## config.mk

```make
export PLATFORM = sky130hd
export DESIGN_NAME = vga_display_ctrl
export DESIGN_NICKNAME = d
export VERILOG_FILES = /design/src/rtl/vga_pkg.sv /design/src/rtl/vga_phase_chk.sv /design/src/rtl/vga_sync_delay.sv /design/src/rtl/vga_display_ctrl.sv
export SDC_FILE = /design/constraint.sdc
export NUM_CORES = 1
export LEC_CHECK = 0
export ABC_AREA = 1
export BUFFER_PORTS_ARGS = -buffer_cell sky130_fd_sc_hd__clkbuf_2
export CORE_UTILIZATION = 45
export CTS_BUF_LIST = sky130_fd_sc_hd__clkbuf_8
export DETAILED_ROUTE_END_ITERATION = 16
export MAX_ROUTING_LAYER = met4
export PLACE_DENSITY = 0.7
export SYNTH_ARGS = -nofsm -noshare
export SYNTH_HDL_FRONTEND = slang
export SYNTH_SLANG_ARGS = --single-unit
```

## constraint.sdc

```tcl
create_clock -name clk -period 1.6 [get_ports clk]
set_input_delay 0.16 -clock clk [delete_from_list [all_inputs] [get_ports clk]]
set_output_delay 0.16 -clock clk [all_outputs]
set_load 0.005 [all_outputs]
```

## src/rtl/vga_pkg.sv

```systemverilog
// Shared types and constants for the VGA raster sequencer: phase enum,
// default 640x480@60 timing, test-bar colours and phase helper functions.
package vga_pkg;

    localparam int COLOR_W = 9;
    localparam int CNT_W   = 10;

    typedef enum logic [1:0] {
        VISIBLE = 2'd0,
        FRONT   = 2'd1,
        SYNC    = 2'd2,
        BACK    = 2'd3
    } phase_e;

    localparam int DEF_H_VISIBLE = 640;
    localparam int DEF_H_FRONT   = 16;
    localparam int DEF_H_SYNC    = 96;
    localparam int DEF_H_BACK    = 48;
    localparam int DEF_V_VISIBLE = 480;
    localparam int DEF_V_FRONT   = 10;
    localparam int DEF_V_SYNC    = 2;
    localparam int DEF_V_BACK    = 33;

    localparam logic [COLOR_W-1:0] BAR_0 = 9'h1FF;
    localparam logic [COLOR_W-1:0] BAR_1 = 9'h1F8;
    localparam logic [COLOR_W-1:0] BAR_2 = 9'h03F;
    localparam logic [COLOR_W-1:0] BAR_3 = 9'h038;
    localparam logic [COLOR_W-1:0] BAR_4 = 9'h1C7;
    localparam logic [COLOR_W-1:0] BAR_5 = 9'h1C0;
    localparam logic [COLOR_W-1:0] BAR_6 = 9'h007;
    localparam logic [COLOR_W-1:0] BAR_7 = 9'h000;

    function automatic logic [COLOR_W-1:0] bar_color(input logic [2:0] idx);
        logic [COLOR_W-1:0] c;
        case (idx)
            3'd0:    c = BAR_0;
            3'd1:    c = BAR_1;
            3'd2:    c = BAR_2;
            3'd3:    c = BAR_3;
            3'd4:    c = BAR_4;
            3'd5:    c = BAR_5;
            3'd6:    c = BAR_6;
            3'd7:    c = BAR_7;
            default: c = BAR_7;
        endcase
        return c;
    endfunction

    // Next phase given the current phase and the counter value about to be left.
    function automatic phase_e phase_next(input phase_e ph, input logic [CNT_W-1:0] cnt,
                                          input logic [CNT_W-1:0] vis_last,
                                          input logic [CNT_W-1:0] fp_last,
                                          input logic [CNT_W-1:0] sy_last,
                                          input logic [CNT_W-1:0] tot_last);
        phase_e nx;
        case (ph)
            VISIBLE: nx = (cnt == vis_last) ? FRONT   : VISIBLE;
            FRONT:   nx = (cnt == fp_last)  ? SYNC    : FRONT;
            SYNC:    nx = (cnt == sy_last)  ? BACK    : SYNC;
            BACK:    nx = (cnt == tot_last) ? VISIBLE : BACK;
            default: nx = VISIBLE;
        endcase
        return nx;
    endfunction

    function automatic phase_e phase_decode(input logic [CNT_W-1:0] cnt, input int vis,
                                            input int fp, input int sy);
        int c;
        phase_e ph;
        c = int'(cnt);
        if (c < vis) begin
            ph = VISIBLE;
        end else if (c < vis + fp) begin
            ph = FRONT;
        end else if (c < vis + fp + sy) begin
            ph = SYNC;
        end else begin
            ph = BACK;
        end
        return ph;
    endfunction

endpackage

```

## src/rtl/vga_phase_chk.sv

```systemverilog
// Checker: the phase FSM state must always match the phase decoded from its counter.
import vga_pkg::*;

module vga_phase_chk #(
    parameter int VIS = 640,
    parameter int FP  = 16,
    parameter int SY  = 96
) (
    input logic             clk,
    input logic             rst,
    input phase_e           phase,
    input logic [CNT_W-1:0] cnt
);

    // Compare state to decoded counter on every clock out of reset.
    always_ff @(posedge clk) begin
        if (!rst) begin
            assert (phase == phase_decode(cnt, VIS, FP, SY))
                else $error("phase state %0d disagrees with counter %0d", phase, cnt);
        end
    end

endmodule

```

## src/rtl/vga_sync_delay.sv

```systemverilog
// DEPTH x W-bit shift register advanced on tick enable, cleared by synchronous reset.
module vga_sync_delay #(
    parameter int DEPTH = 2,
    parameter int W     = 3
) (
    input  logic         clk,
    input  logic         rst,
    input  logic         en,
    input  logic [W-1:0] d,
    output logic [W-1:0] q
);

    logic [W-1:0] stage_q [DEPTH];
    logic [W-1:0] stage_d [DEPTH];

    // Shift by one stage per tick, otherwise hold.
    always_comb begin
        stage_d[0] = en ? d : stage_q[0];
        for (int i = 1; i < DEPTH; i++) begin
            stage_d[i] = en ? stage_q[i-1] : stage_q[i];
        end
    end

    // Stage registers.
    always_ff @(posedge clk) begin
        if (rst) begin
            for (int i = 0; i < DEPTH; i++) begin
                stage_q[i] <= '0;
            end
        end else begin
            for (int i = 0; i < DEPTH; i++) begin
                stage_q[i] <= stage_d[i];
            end
        end
    end

    assign q = stage_q[DEPTH-1];

endmodule

```

## src/rtl/vga_display_ctrl.sv

```systemverilog
// VGA raster sequencer: counters, phase FSMs, pixel request and latency-aligned
// sync/video/colour outputs. Optional colour bars under VGA_TEST_PATTERN_EN.
import vga_pkg::*;

module vga_display_ctrl #(
    parameter int H_VISIBLE   = DEF_H_VISIBLE,
    parameter int H_FRONT     = DEF_H_FRONT,
    parameter int H_SYNC      = DEF_H_SYNC,
    parameter int H_BACK      = DEF_H_BACK,
    parameter int V_VISIBLE   = DEF_V_VISIBLE,
    parameter int V_FRONT     = DEF_V_FRONT,
    parameter int V_SYNC      = DEF_V_SYNC,
    parameter int V_BACK      = DEF_V_BACK,
    parameter int PIPE_LAT    = 2,
    parameter int SYNC_ACTIVE = 0
) (
    input  logic               clk,
    input  logic               rst,
    input  logic               pix_en,
`ifdef VGA_TEST_PATTERN_EN
    input  logic               test_mode,
`endif
    output logic [CNT_W-1:0]   pix_x,
    output logic [CNT_W-1:0]   pix_y,
    output logic               pix_req,
    output logic               frame_start,
    output logic               line_start,
    input  logic [COLOR_W-1:0] color_in,
    output logic               h_sync,
    output logic               v_sync,
    output logic               video_on,
    output logic [COLOR_W-1:0] color_out
);

    localparam int H_TOTAL = H_VISIBLE + H_FRONT + H_SYNC + H_BACK;
    localparam int V_TOTAL = V_VISIBLE + V_FRONT + V_SYNC + V_BACK;

    if (H_TOTAL > 1023 || V_TOTAL > 1023 || PIPE_LAT < 1 || PIPE_LAT > 8) begin : g_bad_cfg
        $error("vga_display_ctrl: timing totals exceed 10 bits or PIPE_LAT outside 1..8");
    end

    localparam logic [CNT_W-1:0] H_VIS_LAST = CNT_W'(H_VISIBLE - 1);
    localparam logic [CNT_W-1:0] H_FP_LAST  = CNT_W'(H_VISIBLE + H_FRONT - 1);
    localparam logic [CNT_W-1:0] H_SY_LAST  = CNT_W'(H_VISIBLE + H_FRONT + H_SYNC - 1);
    localparam logic [CNT_W-1:0] H_TOT_LAST = CNT_W'(H_TOTAL - 1);
    localparam logic [CNT_W-1:0] V_VIS_LAST = CNT_W'(V_VISIBLE - 1);
    localparam logic [CNT_W-1:0] V_FP_LAST  = CNT_W'(V_VISIBLE + V_FRONT - 1);
    localparam logic [CNT_W-1:0] V_SY_LAST  = CNT_W'(V_VISIBLE + V_FRONT + V_SYNC - 1);
    localparam logic [CNT_W-1:0] V_TOT_LAST = CNT_W'(V_TOTAL - 1);
    localparam logic             SYNC_LVL   = (SYNC_ACTIVE != 0);

    logic [CNT_W-1:0] h_cnt_q, h_cnt_d, v_cnt_q, v_cnt_d;
    phase_e           h_phase_q, h_phase_d, v_phase_q, v_phase_d;
    logic             h_wrap_s, v_wrap_s;
    logic             pix_req_s, line_start_s, frame_start_s, hs_raw_s, vs_raw_s;
    logic [2:0]       raw_s, dly_s;

    assign h_wrap_s = (h_cnt_q == H_TOT_LAST);
    assign v_wrap_s = (v_cnt_q == V_TOT_LAST);

    // Counter and phase next-state; vertical side advances only on the h-wrap tick.
    always_comb begin
        h_cnt_d   = h_cnt_q;
        v_cnt_d   = v_cnt_q;
        h_phase_d = h_phase_q;
        v_phase_d = v_phase_q;
        if (pix_en) begin
            h_cnt_d   = h_wrap_s ? '0 : h_cnt_q + 10'd1;
            h_phase_d = phase_next(h_phase_q, h_cnt_q, H_VIS_LAST, H_FP_LAST, H_SY_LAST, H_TOT_LAST);
            if (h_wrap_s) begin
                v_cnt_d   = v_wrap_s ? '0 : v_cnt_q + 10'd1;
                v_phase_d = phase_next(v_phase_q, v_cnt_q, V_VIS_LAST, V_FP_LAST, V_SY_LAST, V_TOT_LAST);
            end else begin
                v_cnt_d   = v_cnt_q;
                v_phase_d = v_phase_q;
            end
        end else begin
            h_cnt_d   = h_cnt_q;
            h_phase_d = h_phase_q;
        end
    end

    // Counter and phase state registers.
    always_ff @(posedge clk) begin
        if (rst) begin
            h_cnt_q   <= '0;
            v_cnt_q   <= '0;
            h_phase_q <= VISIBLE;
            v_phase_q <= VISIBLE;
        end else begin
            h_cnt_q   <= h_cnt_d;
            v_cnt_q   <= v_cnt_d;
            h_phase_q <= h_phase_d;
            v_phase_q <= v_phase_d;
        end
    end

    // Undelayed raster flags; pulses are held low while reset is asserted.
    always_comb begin
        pix_req_s     = !rst && (h_phase_q == VISIBLE) && (v_phase_q == VISIBLE);
        line_start_s  = !rst && (h_cnt_q == 10'd0);
        frame_start_s = line_start_s && (v_cnt_q == 10'd0);
        hs_raw_s      = (h_phase_q == SYNC);
        vs_raw_s      = (v_phase_q == SYNC);
    end

    assign pix_x       = h_cnt_q;
    assign pix_y       = v_cnt_q;
    assign pix_req     = pix_req_s;
    assign line_start  = line_start_s;
    assign frame_start = frame_start_s;
    assign raw_s       = {hs_raw_s, vs_raw_s, pix_req_s};

    vga_sync_delay #(.DEPTH(PIPE_LAT), .W(3)) u_sync_dly (
        .clk (clk),
        .rst (rst),
        .en  (pix_en),
        .d   (raw_s),
        .q   (dly_s)
    );

    assign h_sync   = dly_s[2] ? SYNC_LVL : ~SYNC_LVL;
    assign v_sync   = dly_s[1] ? SYNC_LVL : ~SYNC_LVL;
    assign video_on = dly_s[0];

`ifdef VGA_TEST_PATTERN_EN
    logic [2:0] bar_idx_s;

    vga_sync_delay #(.DEPTH(PIPE_LAT), .W(3)) u_bar_dly (
        .clk (clk),
        .rst (rst),
        .en  (pix_en),
        .d   (h_cnt_q[9:7]),
        .q   (bar_idx_s)
    );

    // Blank gating with colour-bar override.
    always_comb begin
        if (!dly_s[0]) begin
            color_out = '0;
        end else if (test_mode) begin
            color_out = bar_color(bar_idx_s);
        end else begin
            color_out = color_in;
        end
    end
`else
    // Blank gating.
    always_comb begin
        if (dly_s[0]) begin
            color_out = color_in;
        end else begin
            color_out = '0;
        end
    end
`endif

    vga_phase_chk #(.VIS(H_VISIBLE), .FP(H_FRONT), .SY(H_SYNC)) u_h_chk (
        .clk (clk), .rst (rst), .phase (h_phase_q), .cnt (h_cnt_q)
    );
    vga_phase_chk #(.VIS(V_VISIBLE), .FP(V_FRONT), .SY(V_SYNC)) u_v_chk (
        .clk (clk), .rst (rst), .phase (v_phase_q), .cnt (v_cnt_q)
    );

endmodule
```

Word level (Yosys, flattened, before mapping)
Memory sizes are Yosys's and may differ from the RTL's. Index checks and enable logic that the tools add are counted.

Add/subtract/negate cells: 2. Equal/unequal tests: 14. Mux-type cells: 22. Bitwise gates (word level): 2. Reductions and logical operators: 10.

Operator list (number): $eq 10x10->1 const B (5); $eq 10x9->1 const B (3); $add 10x1->10 const B (2); $logic_not 10->1 (2); $mux 10 (2); $pmux 2 s4 (2); $mux 3 (4); $mux 1 (9); $mux 9 (1); $eq 2x2->1 const B (4); $mux 2 (4); $eq 2x1->1 const B (2); $logic_and 1x1->1 (4); $logic_not 2->1 (2); $or 1x1->1 (2); $reduce_and 2->1 (1); $logic_not 1->1 (1).

Register bits: 24. Bits in writable memories: 6. Bits of input ports: 12. Memories: 1.

Memories: u_sync_dly.stage_q (depth 2, width 3, read ports 2, clocked after Yosys merged registers in 0, write ports 2, line vga_sync_delay.sv:13) `logic [W-1:0] stage_q [DEPTH];`.

Logic depth before layout (Yosys ltp)
Depth after elaboration: 5. Depth in mapped cells: 9. Gate-level depth less buffers: 9.

Hierarchy
Synthesis repeated with hierarchy kept, for this count alone.

Cell total of the unflattened synthesis: 285. Area total of the unflattened synthesis: 1836.8 µm².

By module, submodules not included: vga_display_ctrl (times used 1, cells each 244, area an instance 1566.5 µm², seq. area each 480.5 µm²); vga_sync_delay (times used 1, cells each 41, area an instance 270.3 µm², seq. area each 120.1 µm²).

Worst setup path after synthesis
OpenSTA, ideal clock, no wires.

Path kind: reg2reg. Start point: reg h_cnt_q[0], in the netlist pix_x[0]. End point: reg v_cnt_q[5], in the netlist pix_y[5]. Library setup time: 0.128 ns. Arrival: 1.231 ns. Required time: 1.472 ns. Setup slack: 0.242 ns. Stages on the path, launching flop included: 9. Path through: dfxtp_1 > ha_1 > inv_1 > nor2_4 > nand4_2 > buf_6 > nor2_4 > xor2_1 > nor2_1.

Word-level cells in the longest chain between the ends: 2.

RTL lines: start, declared (line vga_display_ctrl.sv:52) `logic [CNT_W-1:0] h_cnt_q, h_cnt_d, v_cnt_q, v_cnt_d;`; start signal, assigned (line vga_display_ctrl.sv:91) `h_cnt_q <= h_cnt_d;`; $eq 10x10->1 (line vga_display_ctrl.sv:58) `assign h_wrap_s = (h_cnt_q == H_TOT_LAST);`; $reduce_and 2->1 (no line); end signal, assigned (line vga_display_ctrl.sv:92) `v_cnt_q <= v_cnt_d;`; end, declared (line vga_display_ctrl.sv:52).

No other way between the ends. A chain may end at the register's enable or synchronous reset.

Worst setup path after layout
Start point: reg v_cnt_q[1], in the netlist pix_y[1]. End point: out frame_start.

Word-level cells in the longest chain between the ends: 2.

RTL lines: $logic_not 10->1 (line vga_display_ctrl.sv:102) `frame_start_s = line_start_s && (v_cnt_q == 10'd0);`; $logic_and 1x1->1 (line vga_display_ctrl.sv:102); end, declared (line vga_display_ctrl.sv:26) `output logic frame_start,`.

No other way between the ends.

==> run_results.csv <==
group,metric,value,unit
global_route,antenna_found_initial,0,
logic_synthesis,synth_top_cells_by_count,"nand2_1, nor2_1, inv_1, dfxtp_1, nand3_1",
global_route,grt_pass1_wl,6.84,mm
logic_synthesis,synth_top_area_cell,"dfxtp_1",
clock_tree,clk-insertion-delay-late,0.28,ns
logic_synthesis,synth_top_area_share,33.4,%
detailed_routing,drt_first_pass_iters,4,
power,p_sw,342,uW
setup_path,max_stage_delay,0.32,ns
place,hpwl,3.11,mm
detailed_routing,vias,1869,
die,start_util,48.0,%
die,coreArea,3740,sq um
sta,worst_slew_pin_slew,0.303,ns
sta,finalSetupTns,0,ns
die,fp.dieH,65.2,microns
logic_synthesis,ys_seq_area_share,33.4,%
detailed_routing,drt-wirelength-per-cell,10.8,microns
global_route,grt_max_degree,13,
logic_synthesis,synth_cells,280,
layout,drive_above_1_share,28.3,%
detailed_routing,first_iter_violations,70,
sta,skew,0.00520,ns
place,routabilityCongestion,0.902,
logic_synthesis,yosys.cell_types.count,29,
clock_tree,cts_sinks,30,
detailed_routing,met1_length,2.08,mm
setup_path,crit_type,"reg -> out",
power,clkPwrFrac,37.8,%
layout,n_antenna_cell,0,
logic_synthesis,synth-main-ff-cell,"dfxtp_1",
detailed_routing,top_layer_used,"met4",
logic_synthesis,synth_area_leaders,"dfxtp_1, nand2_1, nor2_1",
clock_tree,path_clk_slew,0.06,ns
layout,synthToLayoutAreaGrowth,27.7,%
clock_tree,cts_buffers,5,
clock_tree,cts_htree_levels,2,
sta,setup_viol,0,
global_route,grt_pass1_vias,1608,
detailed_routing,totalWireLength,4.18,mm
sta,hold_viol_final,0,
logic_synthesis,postSynthAreaPerCell,6.41,sq um
die,die_w,65.2,microns
setup_path,cp-start-kind,"flip-flop",
detailed_routing,met2WireLength,1.80,mm
die,dieArea,4250,sq um
global_route,grt_use_total,21.3,%
setup_path,cp-end-kind,"output pin",
global_route,grt_overflow,0,
sta,drv_slew,0,
power,swShare,23.6,%
setup_path,cp.required,1.44,ns
layout,fin_nets,356,
power,p_int,1110,uW
sta,fin_crit,1.51,ns
power,seqPwrFrac,53.4,%
logic_synthesis,yosysMostFrequentCell,"nand2_1",
setup_path,crit_chain,"inv_2 -> ha_4 -> inv_2 -> nor2_2 -> nand3_2 -> nor4_4 -> buf_2",
logic_synthesis,yosys_warnings,0,
die,pin_count,47,
sta,timing.slew.headroom,79.7,%
die,rows,22,
setup_path,crit_top_cell,"inv_2",
layout,final_util,61.2,%
sta,post-route-period-util,94.7,%
place,portBuffers,46,
clock_tree,cts_tree,"done",
clock_tree,cts_buffer_depth,2,
setup_path,cpMaxStageDelayCell,"dfxtp_2",
clock_tree,clock-root-buffer,"clkbuf_8",
clock_tree,postCtsHoldBufs,0,
setup_path,cp.arrival,1.35,ns
detailed_routing,route.met3.wl,249,microns
power,comb_power_share,8.8,%
logic_synthesis,syn-num-nets,297,
logic_synthesis,syn_area,1800,sq um
sta,rsz0062_at_grt,"true",
power,power_density,631,nW/um^2
power,leakage,0.00111,uW
detailed_routing,vias_per_cell,4.83,
logic_synthesis,async_reset_ff_share,0,%
min_path,hold_path_class,"in -> reg",
detailed_routing,drc,0,
run_status,status,"finished clean",
power,peakVddDrop,473,uV
sta,fmax,660,MHz
logic_synthesis,synth_seq_cells,30,
detailed_routing,drtAntennaViolNets,0,
logic_synthesis,synth_edf_count,0,
setup_path,cp_max_fo,2,
flow_run,maxCapViolCount,0,
area by class of cell:
class,count,area (sq um)
Tap cell,48,60.1
Inverter,44,171
Timing Repair Buffer,59,328
Sequential cell,30,613
Clock buffer,5,68.8
Clock inverter,2,7.51
Fill cell,373,1450
Multi-Input combinational cell,199,1040
worst paths after layout:
| check | start | end | slack, ns | cells past startpoint |
|---|---|---|---|---|
| min reg2reg | u_sync_dly.stage_q[0][5] | u_sync_dly.stage_q[0][5] | 0.47 | 2 |
| max | pix_y[1] | frame_start | 0.09 | 7 |
| min | pix_en | pix_x[0] | 0.20 | 4 |
| max reg2reg | pix_y[1] | v_phase_q[0] | 0.10 | 11 |
metrics by stage:
stage / hold WS, ns / total power (uW) / setup WS (ns) / instances / instance area, sq um
3_5_place_dp: 0.467 / 910 / 0.0355 / 376 / 2110
6_report: 0.199 / 1450 / 0.0852 / 387 / 2290
4_1_cts: 0.198 / 1460 / -0.0454 / 388 / 2260
5_1_grt: 0.211 / 1530 / -0.00863 / 387 / 2290
2_1_floorplan: 0.357 / 854 / 0.242 / 280 / 1800
3_3_place_gp: 0.443 / 908 / 0.0443 / 376 / 2110
logic make-up (layout without fill, tap and decap cells):
logic type               count (synthesis)  count (layout)  share of synthesized area [%]
adder cells (fa/ha/maj)                  5               5                           3.48
XOR/XNOR                                 6               6                           2.93
flip-flops                              30              30                           33.4
buffers and inverters                   51             110                           11.6
AND/OR/NAND/NOR                        158             158                           39.4
AO/OA/AOI/OAI                           30              30                           9.13
cells in the final DEF (no fill, tap or decap), types with 2 or more instances in the layout:
cell type	instances
nand3_1	16
ha_1	4
dfxtp_1	22
nor2_4	3
xor2_1	6
nand3_2	3
a21oi_1	12
nor2_2	6
inv_1	39
o21ai_0	11
o21a_1	2
dfxtp_2	7
nor2_1	43
clkbuf_2	45
nor3_1	6
inv_2	4
buf_4	13
clkbuf_8	5
nand4_1	5
nand2_1	70
what timing repair did:
item / in CTS / in global routing
resized for setup: 13 / 16
pin swaps: 4 / 1
endpoints found under the hold margin: 0 / 0
buffers inserted: 5 / 0
setup endpoints to repair: 1 / 11
power groups by stage:
| stage | clock [uW] | sequential [uW] | combinational (uW) |
|---|---|---|---|
| 3_5_place_dp | 0 | 790 | 120 |
| 3_3_place_gp | 0 | 789 | 119 |
| 6_report | 547 | 773 | 127 |
| 5_1_grt | 612 | 775 | 144 |
| 2_1_floorplan | 0 | 785 | 68.4 |
| 4_1_cts | 566 | 771 | 122 |
metal layers:
layer / vias up / track usage [%]
met4: 0 / 8.42
met5: - / -
met1: 816 / 27.5
li1: 989 / -
met3: 6 / 5.03
met2: 58 / 32.2
state kept, by name, indices dropped and copies added (netlist names):
| signal | count |
|---|---|
| v_phase_q | 2 |
| h_phase_q | 2 |
| pix_x | 10 |
| pix_y | 10 |
| u_sync_dly.stage_q | 6 |
critical path, delay by kind of cell, from the launching register on:
kind,cells,cell delay [ns]
AND/OR/NAND/NOR,3,0.38
flip-flops,1,0.32
buffers and inverters,3,0.25
adder cells (fa/ha/maj),1,0.13
Power figures use the tool's default switching activity.
